$ cat config.mk
export PLATFORM = sky130hd
export DESIGN_NAME = pn_ctrl_flat
export DESIGN_NICKNAME = d
export VERILOG_FILES = /design/src/rtl/pn_ctrl_pkg.sv /design/src/rtl/pn_ctrl_if.sv /design/src/rtl/pn_idx_fifo.sv /design/src/rtl/pn_ctrl.sv /design/src/flat_wrapper.sv
export SDC_FILE = /design/constraint.sdc
export NUM_CORES = 1
export LEC_CHECK = 0
export CORE_UTILIZATION = 58
export DETAILED_ROUTE_END_ITERATION = 16
export DONT_BUFFER_PORTS = 1
export HOLD_SLACK_MARGIN = 0.08
export PLACE_DENSITY = 0.76
export SLEW_MARGIN = 10
export SYNTH_ARGS = -nofsm -noshare
export SYNTH_HDL_FRONTEND = slang
export SYNTH_HIERARCHICAL = 1
export SYNTH_SLANG_ARGS = --single-unit
$ cat constraint.sdc
create_clock -name clk -period 2.6 [get_ports clk]
set_input_delay 0.65 -clock clk [delete_from_list [all_inputs] [get_ports clk]]
set_output_delay 0.65 -clock clk [all_outputs]
set_load 0.01 [all_outputs]
$ cat src/rtl/pn_ctrl_pkg.sv
// Shared types for the packet-buffer pool controller: mux owner codes, agent FSM states,
// and the index-width helper.
package pn_ctrl_pkg;

   typedef enum logic [1:0] {
      OWN_NONE = 2'b00,
      OWN_SN   = 2'b01,
      OWN_CPU  = 2'b10,
      OWN_FWD  = 2'b11
   } owner_t;

   typedef enum logic [1:0] {
      ST_IDLE  = 2'd0,
      ST_OFFER = 2'd1,
      ST_BUSY  = 2'd2
   } agent_state_t;

   function automatic int sel_width(input int n);
      return (n < 2) ? 1 : $clog2(n);
   endfunction

   // Agent 0 is the snooper, 1 the CPU, 2 the forwarder.
   function automatic owner_t agent_owner(input int k);
      case (k)
         0:       return OWN_SN;
         1:       return OWN_CPU;
         default: return OWN_FWD;
      endcase
   endfunction

endpackage

$ cat src/rtl/pn_ctrl_if.sv
// Agent handshakes and mux-fabric status of the buffer-pool controller.
// The controller takes the slave modport; the agents (or a bench) take the master side.
interface pn_ctrl_if #(
   parameter int NUM_BUFS  = 4,
   parameter int SEL_WIDTH = pn_ctrl_pkg::sel_width(NUM_BUFS),
   parameter int CNT_WIDTH = 32
);
   logic                   A_done;
   logic                   A_done_ack;
   logic                   rdy_for_A;
   logic                   rdy_for_A_ack;
   logic                   B_acc;
   logic                   B_rej;
   logic                   B_done_ack;
   logic                   rdy_for_B;
   logic                   rdy_for_B_ack;
   logic                   C_done;
   logic                   C_done_ack;
   logic                   rdy_for_C;
   logic                   rdy_for_C_ack;
   logic [SEL_WIDTH-1:0]   sn_sel;
   logic [SEL_WIDTH-1:0]   cpu_sel;
   logic [SEL_WIDTH-1:0]   fwd_sel;
   logic [2*NUM_BUFS-1:0]  buf_sel;
   logic [SEL_WIDTH:0]     free_cnt;
   logic [SEL_WIDTH:0]     cpu_q_cnt;
   logic [SEL_WIDTH:0]     fwd_q_cnt;
   logic [CNT_WIDTH-1:0]   drop_cnt;

   modport slave (
      input  A_done, rdy_for_A_ack, B_acc, B_rej, rdy_for_B_ack, C_done, rdy_for_C_ack,
      output A_done_ack, rdy_for_A, B_done_ack, rdy_for_B, C_done_ack, rdy_for_C,
             sn_sel, cpu_sel, fwd_sel, buf_sel, free_cnt, cpu_q_cnt, fwd_q_cnt, drop_cnt
   );

   modport master (
      output A_done, rdy_for_A_ack, B_acc, B_rej, rdy_for_B_ack, C_done, rdy_for_C_ack,
      input  A_done_ack, rdy_for_A, B_done_ack, rdy_for_B, C_done_ack, rdy_for_C,
             sn_sel, cpu_sel, fwd_sel, buf_sel, free_cnt, cpu_q_cnt, fwd_q_cnt, drop_cnt
   );
endinterface

$ cat src/rtl/pn_idx_fifo.sv
// Circular FIFO of buffer indices with two ordered write ports (wr0 lands before wr1)
// and one read port; INIT_FULL preloads 0..DEPTH-1 at reset.
module pn_idx_fifo
   import pn_ctrl_pkg::*;
#(
   parameter int DEPTH     = 4,
   parameter int W         = sel_width(DEPTH),
   parameter bit INIT_FULL = 1'b0
) (
   input  logic         clk,
   input  logic         rst,
   input  logic         wr0_en,
   input  logic [W-1:0] wr0_data,
   input  logic         wr1_en,
   input  logic [W-1:0] wr1_data,
   input  logic         rd_en,
   output logic [W-1:0] rd_data,
   output logic [W:0]   cnt
);
   localparam int CW = W + 1;

   logic [W-1:0] mem [DEPTH];
   logic [W-1:0] head;
   logic [W-1:0] tail;
   logic [W-1:0] tail_mid;

   function automatic logic [W-1:0] wrap_inc(input logic [W-1:0] p);
      return (int'(p) == DEPTH - 1) ? '0 : p + W'(1);
   endfunction

   assign tail_mid = wr0_en ? wrap_inc(tail) : tail;
   assign rd_data  = mem[head];

   // A full FIFO has tail wrapped back onto head, so both pointers reset to 0 either way.
   always_ff @(posedge clk) begin
      if (rst) begin
         head <= '0;
         tail <= '0;
         cnt  <= INIT_FULL ? CW'(DEPTH) : '0;
         for (int i = 0; i < DEPTH; i++) begin
            mem[i] <= INIT_FULL ? W'(i) : '0;
         end
      end else begin
         if (wr0_en) mem[tail]     <= wr0_data;
         if (wr1_en) mem[tail_mid] <= wr1_data;
         if (rd_en)  head          <= wrap_inc(head);
         tail <= wr1_en ? wrap_inc(tail_mid) : tail_mid;
         cnt  <= cnt + CW'(wr0_en) + CW'(wr1_en) - CW'(rd_en);
      end
   end

endmodule

$ cat src/rtl/pn_ctrl.sv
// Buffer-pool controller: rotates NUM_BUFS packet buffers snooper -> CPU -> forwarder via index FIFOs.
// Build option PN_CTRL_OVERWRITE_EN lets a starved snooper reclaim the oldest unread CPU buffer.
//
// state    | meaning
// ST_IDLE  | agent holds no buffer, waits for its source queue to be non-empty
// ST_OFFER | head index popped into X_sel, rdy_for_X high until rdy_for_X_ack
// ST_BUSY  | agent works on X_sel until its done, then the buffer is released
module pn_ctrl
   import pn_ctrl_pkg::*;
#(
   parameter int NUM_BUFS  = 4,
   parameter int SEL_WIDTH = sel_width(NUM_BUFS),
   parameter int CNT_WIDTH = 32
) (
   input  logic     clk,
   input  logic     rst,
   pn_ctrl_if.slave bus
);
   // Agent k pops from queue k: 0 free->snooper, 1 cpu->CPU, 2 fwd->forwarder.
   localparam int NQ = 3;
   localparam int QW = SEL_WIDTH + 1;

   agent_state_t          st     [NQ];
   agent_state_t          st_nxt [NQ];
   logic [SEL_WIDTH-1:0]  sel     [NQ];
   logic [SEL_WIDTH-1:0]  sel_nxt [NQ];
   logic [NQ-1:0]         rdy, rdy_nxt;
   logic [NQ-1:0]         ack, ack_nxt;
   logic [NQ-1:0]         alloc;
   logic [2*NUM_BUFS-1:0] buf_sel, buf_sel_nxt;
   logic [CNT_WIDTH-1:0]  drop_cnt, drop_nxt;
   logic                  ovw;

   logic [NQ-1:0]         take;
   logic [NQ-1:0]         done;
   logic [SEL_WIDTH-1:0]  q_head     [NQ];
   logic [QW-1:0]         q_cnt      [NQ];
   logic [NQ-1:0]         q_pop, q_wr0, q_wr1;
   logic [SEL_WIDTH-1:0]  q_wr0_data [NQ];
   logic [SEL_WIDTH-1:0]  q_wr1_data [NQ];

   assign take = {bus.rdy_for_C_ack, bus.rdy_for_B_ack, bus.rdy_for_A_ack};
   assign done = {bus.C_done, bus.B_acc | bus.B_rej, bus.A_done};

   for (genvar k = 0; k < NQ; k++) begin : g_q
      pn_idx_fifo #(
         .DEPTH     (NUM_BUFS),
         .W         (SEL_WIDTH),
         .INIT_FULL (k == 0)
      ) u_q (
         .clk      (clk),
         .rst      (rst),
         .wr0_en   (q_wr0[k]),
         .wr0_data (q_wr0_data[k]),
         .wr1_en   (q_wr1[k]),
         .wr1_data (q_wr1_data[k]),
         .rd_en    (q_pop[k]),
         .rd_data  (q_head[k]),
         .cnt      (q_cnt[k])
      );
   end

   always_ff @(posedge clk) begin
      if (rst) begin
         for (int k = 0; k < NQ; k++) begin
            st[k]  <= ST_IDLE;
            sel[k] <= '0;
         end
         rdy      <= '0;
         ack      <= '0;
         buf_sel  <= '0;
         drop_cnt <= '0;
      end else begin
         for (int k = 0; k < NQ; k++) begin
            st[k]  <= st_nxt[k];
            sel[k] <= sel_nxt[k];
         end
         rdy      <= rdy_nxt;
         ack      <= ack_nxt;
         buf_sel  <= buf_sel_nxt;
         drop_cnt <= drop_nxt;
      end
   end

   always_comb begin
      q_pop = '0;
      q_wr0 = '0;
      q_wr1 = '0;
      alloc = '0;
      ovw   = 1'b0;
      for (int k = 0; k < NQ; k++) begin
         st_nxt[k]     = st[k];
         q_wr0_data[k] = '0;
         q_wr1_data[k] = '0;
         unique case (st[k])
            ST_IDLE: begin
               if (q_cnt[k] != '0) begin
                  st_nxt[k] = ST_OFFER;
                  q_pop[k]  = 1'b1;
                  alloc[k]  = 1'b1;
               end
            end
            ST_OFFER: if (take[k]) st_nxt[k] = ST_BUSY;
            ST_BUSY:  if (done[k]) st_nxt[k] = ST_IDLE;
            default:  st_nxt[k] = ST_IDLE;
         endcase
      end
`ifdef PN_CTRL_OVERWRITE_EN
      // The cpu queue has one read port; an idle CPU popping it this cycle wins.
      if (st[0] == ST_IDLE && q_cnt[0] == '0 && q_cnt[1] != '0 && !q_pop[1]) begin
         st_nxt[0] = ST_OFFER;
         q_pop[1]  = 1'b1;
         alloc[0]  = 1'b1;
         ovw       = 1'b1;
      end
`endif
      if (st[0] == ST_BUSY && done[0]) begin
         q_wr0[1]      = 1'b1;
         q_wr0_data[1] = sel[0];
      end
      // A reject wins over a simultaneous accept; B's free push is ordered ahead of C's.
      if (st[1] == ST_BUSY && done[1]) begin
         if (bus.B_rej) begin
            q_wr0[0]      = 1'b1;
            q_wr0_data[0] = sel[1];
         end else begin
            q_wr0[2]      = 1'b1;
            q_wr0_data[2] = sel[1];
         end
      end
      if (st[2] == ST_BUSY && done[2]) begin
         q_wr1[0]      = 1'b1;
         q_wr1_data[0] = sel[2];
      end
   end

   always_comb begin
      buf_sel_nxt = buf_sel;
      for (int k = 0; k < NQ; k++) begin
         rdy_nxt[k] = (st_nxt[k] == ST_OFFER);
         ack_nxt[k] = (st[k] == ST_BUSY) && done[k];
         sel_nxt[k] = alloc[k] ? q_head[k] : sel[k];
         if (ack_nxt[k]) buf_sel_nxt[2*int'(sel[k]) +: 2] = OWN_NONE;
      end
      if (ovw) sel_nxt[0] = q_head[1];
      for (int k = 0; k < NQ; k++) begin
         if (alloc[k]) buf_sel_nxt[2*int'(sel_nxt[k]) +: 2] = agent_owner(k);
      end
`ifdef PN_CTRL_OVERWRITE_EN
      drop_nxt = (ovw && !(&drop_cnt)) ? drop_cnt + CNT_WIDTH'(1) : drop_cnt;
`else
      drop_nxt = '0;
`endif
   end

   assign bus.rdy_for_A  = rdy[0];
   assign bus.rdy_for_B  = rdy[1];
   assign bus.rdy_for_C  = rdy[2];
   assign bus.A_done_ack = ack[0];
   assign bus.B_done_ack = ack[1];
   assign bus.C_done_ack = ack[2];
   assign bus.sn_sel     = sel[0];
   assign bus.cpu_sel    = sel[1];
   assign bus.fwd_sel    = sel[2];
   assign bus.buf_sel    = buf_sel;
   assign bus.free_cnt   = q_cnt[0];
   assign bus.cpu_q_cnt  = q_cnt[1];
   assign bus.fwd_q_cnt  = q_cnt[2];
   assign bus.drop_cnt   = drop_cnt;

endmodule

$ cat src/flat_wrapper.sv
// flat-port wrapper written by rule: the top's interface ports become plain ports
module pn_ctrl_flat import pn_ctrl_pkg::*;
#(
   parameter int NUM_BUFS  = 4,
   parameter int SEL_WIDTH = sel_width(NUM_BUFS),
   parameter int CNT_WIDTH = 32
)
  (clk, rst, bus_A_done, bus_rdy_for_A_ack, bus_B_acc, bus_B_rej, bus_rdy_for_B_ack, bus_C_done, bus_rdy_for_C_ack, bus_A_done_ack, bus_rdy_for_A, bus_B_done_ack, bus_rdy_for_B, bus_C_done_ack, bus_rdy_for_C, bus_sn_sel, bus_cpu_sel, bus_fwd_sel, bus_buf_sel, bus_free_cnt, bus_cpu_q_cnt, bus_fwd_q_cnt, bus_drop_cnt);
  pn_ctrl_if #(.NUM_BUFS(NUM_BUFS), .SEL_WIDTH(SEL_WIDTH), .CNT_WIDTH(CNT_WIDTH)) bus_i ();
  input  logic clk;
  input  logic rst;
  input wire logic [$bits(bus_i.A_done)-1:0] bus_A_done;
  input wire logic [$bits(bus_i.rdy_for_A_ack)-1:0] bus_rdy_for_A_ack;
  input wire logic [$bits(bus_i.B_acc)-1:0] bus_B_acc;
  input wire logic [$bits(bus_i.B_rej)-1:0] bus_B_rej;
  input wire logic [$bits(bus_i.rdy_for_B_ack)-1:0] bus_rdy_for_B_ack;
  input wire logic [$bits(bus_i.C_done)-1:0] bus_C_done;
  input wire logic [$bits(bus_i.rdy_for_C_ack)-1:0] bus_rdy_for_C_ack;
  output wire logic [$bits(bus_i.A_done_ack)-1:0] bus_A_done_ack;
  output wire logic [$bits(bus_i.rdy_for_A)-1:0] bus_rdy_for_A;
  output wire logic [$bits(bus_i.B_done_ack)-1:0] bus_B_done_ack;
  output wire logic [$bits(bus_i.rdy_for_B)-1:0] bus_rdy_for_B;
  output wire logic [$bits(bus_i.C_done_ack)-1:0] bus_C_done_ack;
  output wire logic [$bits(bus_i.rdy_for_C)-1:0] bus_rdy_for_C;
  output wire logic [$bits(bus_i.sn_sel)-1:0] bus_sn_sel;
  output wire logic [$bits(bus_i.cpu_sel)-1:0] bus_cpu_sel;
  output wire logic [$bits(bus_i.fwd_sel)-1:0] bus_fwd_sel;
  output wire logic [$bits(bus_i.buf_sel)-1:0] bus_buf_sel;
  output wire logic [$bits(bus_i.free_cnt)-1:0] bus_free_cnt;
  output wire logic [$bits(bus_i.cpu_q_cnt)-1:0] bus_cpu_q_cnt;
  output wire logic [$bits(bus_i.fwd_q_cnt)-1:0] bus_fwd_q_cnt;
  output wire logic [$bits(bus_i.drop_cnt)-1:0] bus_drop_cnt;
  assign bus_i.A_done = bus_A_done;
  assign bus_i.rdy_for_A_ack = bus_rdy_for_A_ack;
  assign bus_i.B_acc = bus_B_acc;
  assign bus_i.B_rej = bus_B_rej;
  assign bus_i.rdy_for_B_ack = bus_rdy_for_B_ack;
  assign bus_i.C_done = bus_C_done;
  assign bus_i.rdy_for_C_ack = bus_rdy_for_C_ack;
  assign bus_A_done_ack = bus_i.A_done_ack;
  assign bus_rdy_for_A = bus_i.rdy_for_A;
  assign bus_B_done_ack = bus_i.B_done_ack;
  assign bus_rdy_for_B = bus_i.rdy_for_B;
  assign bus_C_done_ack = bus_i.C_done_ack;
  assign bus_rdy_for_C = bus_i.rdy_for_C;
  assign bus_sn_sel = bus_i.sn_sel;
  assign bus_cpu_sel = bus_i.cpu_sel;
  assign bus_fwd_sel = bus_i.fwd_sel;
  assign bus_buf_sel = bus_i.buf_sel;
  assign bus_free_cnt = bus_i.free_cnt;
  assign bus_cpu_q_cnt = bus_i.cpu_q_cnt;
  assign bus_fwd_q_cnt = bus_i.fwd_q_cnt;
  assign bus_drop_cnt = bus_i.drop_cnt;
  pn_ctrl #(.NUM_BUFS(NUM_BUFS), .SEL_WIDTH(SEL_WIDTH), .CNT_WIDTH(CNT_WIDTH)) u_core (.clk(clk), .rst(rst), .bus(bus_i));
endmodule
==> impl_metrics.tcl <==
set metrics [dict create \
    critPathMaxStageDelay_ps 380 \
    area_growth_pct 4.75 \
    worstHoldEndpoint "u_core/g_q[0].u_q/tail[0]" \
    seqPwrFrac 0.442 \
    path_buf_inv 2 \
    grt.total_usage 0.241 \
    crit_top_cell "fa_1" \
    fin_total_pwr_mw 4.33 \
    io_pins 70 \
    hpwl_um 6730 \
    path_clk_slew_ps 80 \
    synth.avg_cell_area_um2 9.85 \
    outcome "complete, no violations" \
    drc 0 \
    grt_pass1_wl_um 15600 \
    grt-ovfl-total 0 \
    cp-end-kind "flip-flop" \
    yosys.area.top_type "dfxtp_1" \
    first_iter_violations 219 \
    hold_viol_final 0 \
    vdd_drop_max_mv 0.617 \
    final_common_cell "conb_1" \
    drtAntennaViolNets 0 \
    fin_area_mm2 0.00475 \
    fp-row-count 31 \
    synthTopCellsByArea "dfxtp_1 23%, edfxtp_1 16%, buf_4 5.6%" \
    syn_inst 460 \
    drt-wirelength-per-cell_um 15.8 \
    die_x_um 90.4 \
    ys_seq_elements 77 \
    ys_warn_count 6 \
    gp_congestion 0.824 \
    setup_viol 0 \
    min_path_type "primary input to flip-flop" \
    async_flop_share 0 \
    cp_top_family "adder cells" \
    post-cts-setup-buffers 0 \
    clkPwrFrac 0.213 \
    ctsResizeCount 0 \
    dr.pass1.iters 5 \
    worst-setup-path-type "flip-flop to flip-flop" \
    coreArea_mm2 0.00741 \
    r2r_cells 9 \
    max_slew.worst_pin.slew_ps 733 \
    ys_types 76 \
    maxCapViolations 0 \
    clk_latency_ps 360 \
    grt_max_degree 80 \
    nets 511 \
    cts.sinks 77 \
    initial_core_util 0.612 \
    path_cells "nor3_1 -> or3_1 -> clkinv_8 -> ha_1 -> inv_1 -> fa_1 -> fa_1 -> xnor2_1 -> nand2b_1" \
    htreeDepth 3 \
    layout_common_cells "54 x conb_1, 52 x dfxtp_1, 31 x nor2_1, 31 x a21oi_1, 31 x nand3_1" \
    drv_slew 0 \
    synth_edf_count 24 \
    synth_seq_area_share 0.393 \
    cp.required_ps 2850 \
    netlist_area_mm2 0.00453 \
    layout-drive-gt1-share 0.123 \
    antenna_found_initial 0 \
    clock_path_buffers 2 \
    timing.rr.end "u_core/g_q[0].u_q/cnt[2]" \
    finalCriticalPeriod_ps 2420 \
    fin_worst_skew_ps 11.8 \
    fmax_ghz 0.413 \
    via_per_inst 5.68 \
    rsz0062_at_grt "false" \
    cts_buffers 9 \
    p_leak_nw 1.90 \
    min-delay-start "rst" \
    dpl_cell_area_mm2 0.00455 \
    routed_wl_um 9280 \
    fp.dieH_um 90.4 \
    grt_pass1_vias 3159 \
    root_buffer "clkbuf_8" \
    r2r_start "u_core/g_q[0].u_q/cnt[1]" \
    cts_tree "built" \
    combPwrFrac 0.345 \
    fin_crit_sh 0.931 \
    postCtsHoldBufs 0 \
    ys.flop_type "dfxtp_1" \
    power_switching_mw 1.65 \
    start_kind "flip-flop" \
    swShare 0.380 \
    die_area_mm2 0.00817 \
    critical_path_arrival_ps 2680 \
    holdPathStages 1 \
    place.port_buffers 0 \
    yosysTopAreaCellShare 0.234 \
    vias 3326 \
    cpMaxStageDelayCell "fa_1" \
    antenna_cells 0 \
    ff2ff_setup_slack_ps 180 \
    fin_setup_tns_ps 0 \
    slew_headroom 0.504 \
    p_int_mw 2.68 \
    filler_cell_count 625 \
    cp_max_fo 8 \
    power_density_mw_per_mm2 912 \
]
routing by layer:
metal,track usage,share of wire,vias up
met3,0.0564,0.077,8
met2,0.382,0.47,143
met5,0,0,-
met4,0.0833,0.012,0
met1,0.325,0.44,1574
li1,-,-,1601
stage by stage:
stage                     setup WS [ps]  hold slack, ps  std cells  utilization
after floorplan                    32.0             485        513            -
final                               179             367        586        0.641
after global placement              248             497        570        0.614
after detailed placement            176             510        570        0.614
after global routing               27.0             360        586        0.641
after CTS                           166             350        586        0.641
cell usage after synthesis, types with 3 or more instances:
cell / count
fa_1: 6
or3b_2: 3
o21ai_0: 4
ha_1: 14
and3b_1: 6
nand2b_1: 4
dfxtp_1: 53
nand3b_1: 12
and2_1: 6
buf_4: 34
a221o_1: 3
nor2_1: 31
nand2_1: 30
mux4_2: 6
and3_1: 3
edfxtp_1: 24
nand3_1: 31
clkbuf_1: 4
a32o_1: 4
o21a_1: 4
mux2i_1: 6
inv_1: 26
a211oi_1: 4
buf_6: 7
a21oi_1: 31
or3_1: 5
nand4b_1: 3
xnor2_2: 3
buf_2: 5
nand4_1: 4
nor2b_1: 8
o211ai_1: 6
o22ai_1: 3
xnor2_1: 11
area by class of cell:
| cell class | instances | area [um2] | area share |
|---|---|---|---|
| inverters | 27 | 114 | 0.0240 |
| multi-input cells | 357 | 2450 | 0.517 |
| well taps | 99 | 124 | 0.0261 |
| flip-flops and latches | 77 | 1780 | 0.375 |
| clock inverters | 6 | 71.3 | 0.0150 |
| clock buffers | 10 | 128 | 0.0269 |
| repair buffers | 10 | 75.1 | 0.0158 |
state kept, by name, summed over array words and instances, names as in the netlist, named ones only:
name / flops
u_core/g_q.u_q/head: 6
u_core/ack: 3
u_core/g_q.u_q/cnt: 9
u_core/rdy: 3
u_core/g_q.u_q/tail: 6
u_core/st: 6
u_core/bus.buf_sel: 8
u_core/g_q.u_q/mem: 24
u_core/sel: 6
worst max-delay path by stage:
stage	from	endpoint	slack [ps]	depth (start not counted)
4_1_cts	u_core/g_q[0].u_q/cnt[1]	u_core/g_q[0].u_q/cnt[2]	170	9
2_1_floorplan	bus_C_done	u_core/g_q[0].u_q/cnt[2]	30	10
6_report	u_core/g_q[0].u_q/cnt[1]	u_core/g_q[0].u_q/cnt[2]	180	9
3_3_place_gp	u_core/g_q[0].u_q/cnt[1]	u_core/g_q[0].u_q/cnt[2]	250	9
3_5_place_dp	u_core/g_q[2].u_q/cnt[0]	u_core/g_q[2].u_q/cnt[2]	180	9
5_1_grt	u_core/g_q[2].u_q/cnt[0]	u_core/g_q[2].u_q/cnt[2]	30	9
logic make-up (layout without fill, tap and decap cells):
| logic type | count (synthesis) | in the layout | share of synthesized area |
|---|---|---|---|
| xor gates and xnor gates | 15 | 15 | 0.0381 |
| AOI/OAI and AO/OA | 83 | 83 | 0.128 |
| DFF | 77 | 77 | 0.393 |
| and+or+nand+nor | 173 | 173 | 0.222 |
| buffers and inverters | 79 | 53 | 0.110 |
| other | 1 | 54 | 0.000827 |
| adders and majority gates | 20 | 20 | 0.0651 |
| muxes | 12 | 12 | 0.0431 |
power groups by stage:
stage               logic, mW  registers [mW]  clock network, mW
floorplan                1.24            1.83                  0
global placement         1.40            1.92                  0
detailed placement       1.46            1.94                  0
CTS                      1.48            1.91              0.943
global route             1.69            1.96               1.00
finish                   1.49            1.91              0.924
(Power assumes the default switching activity.)
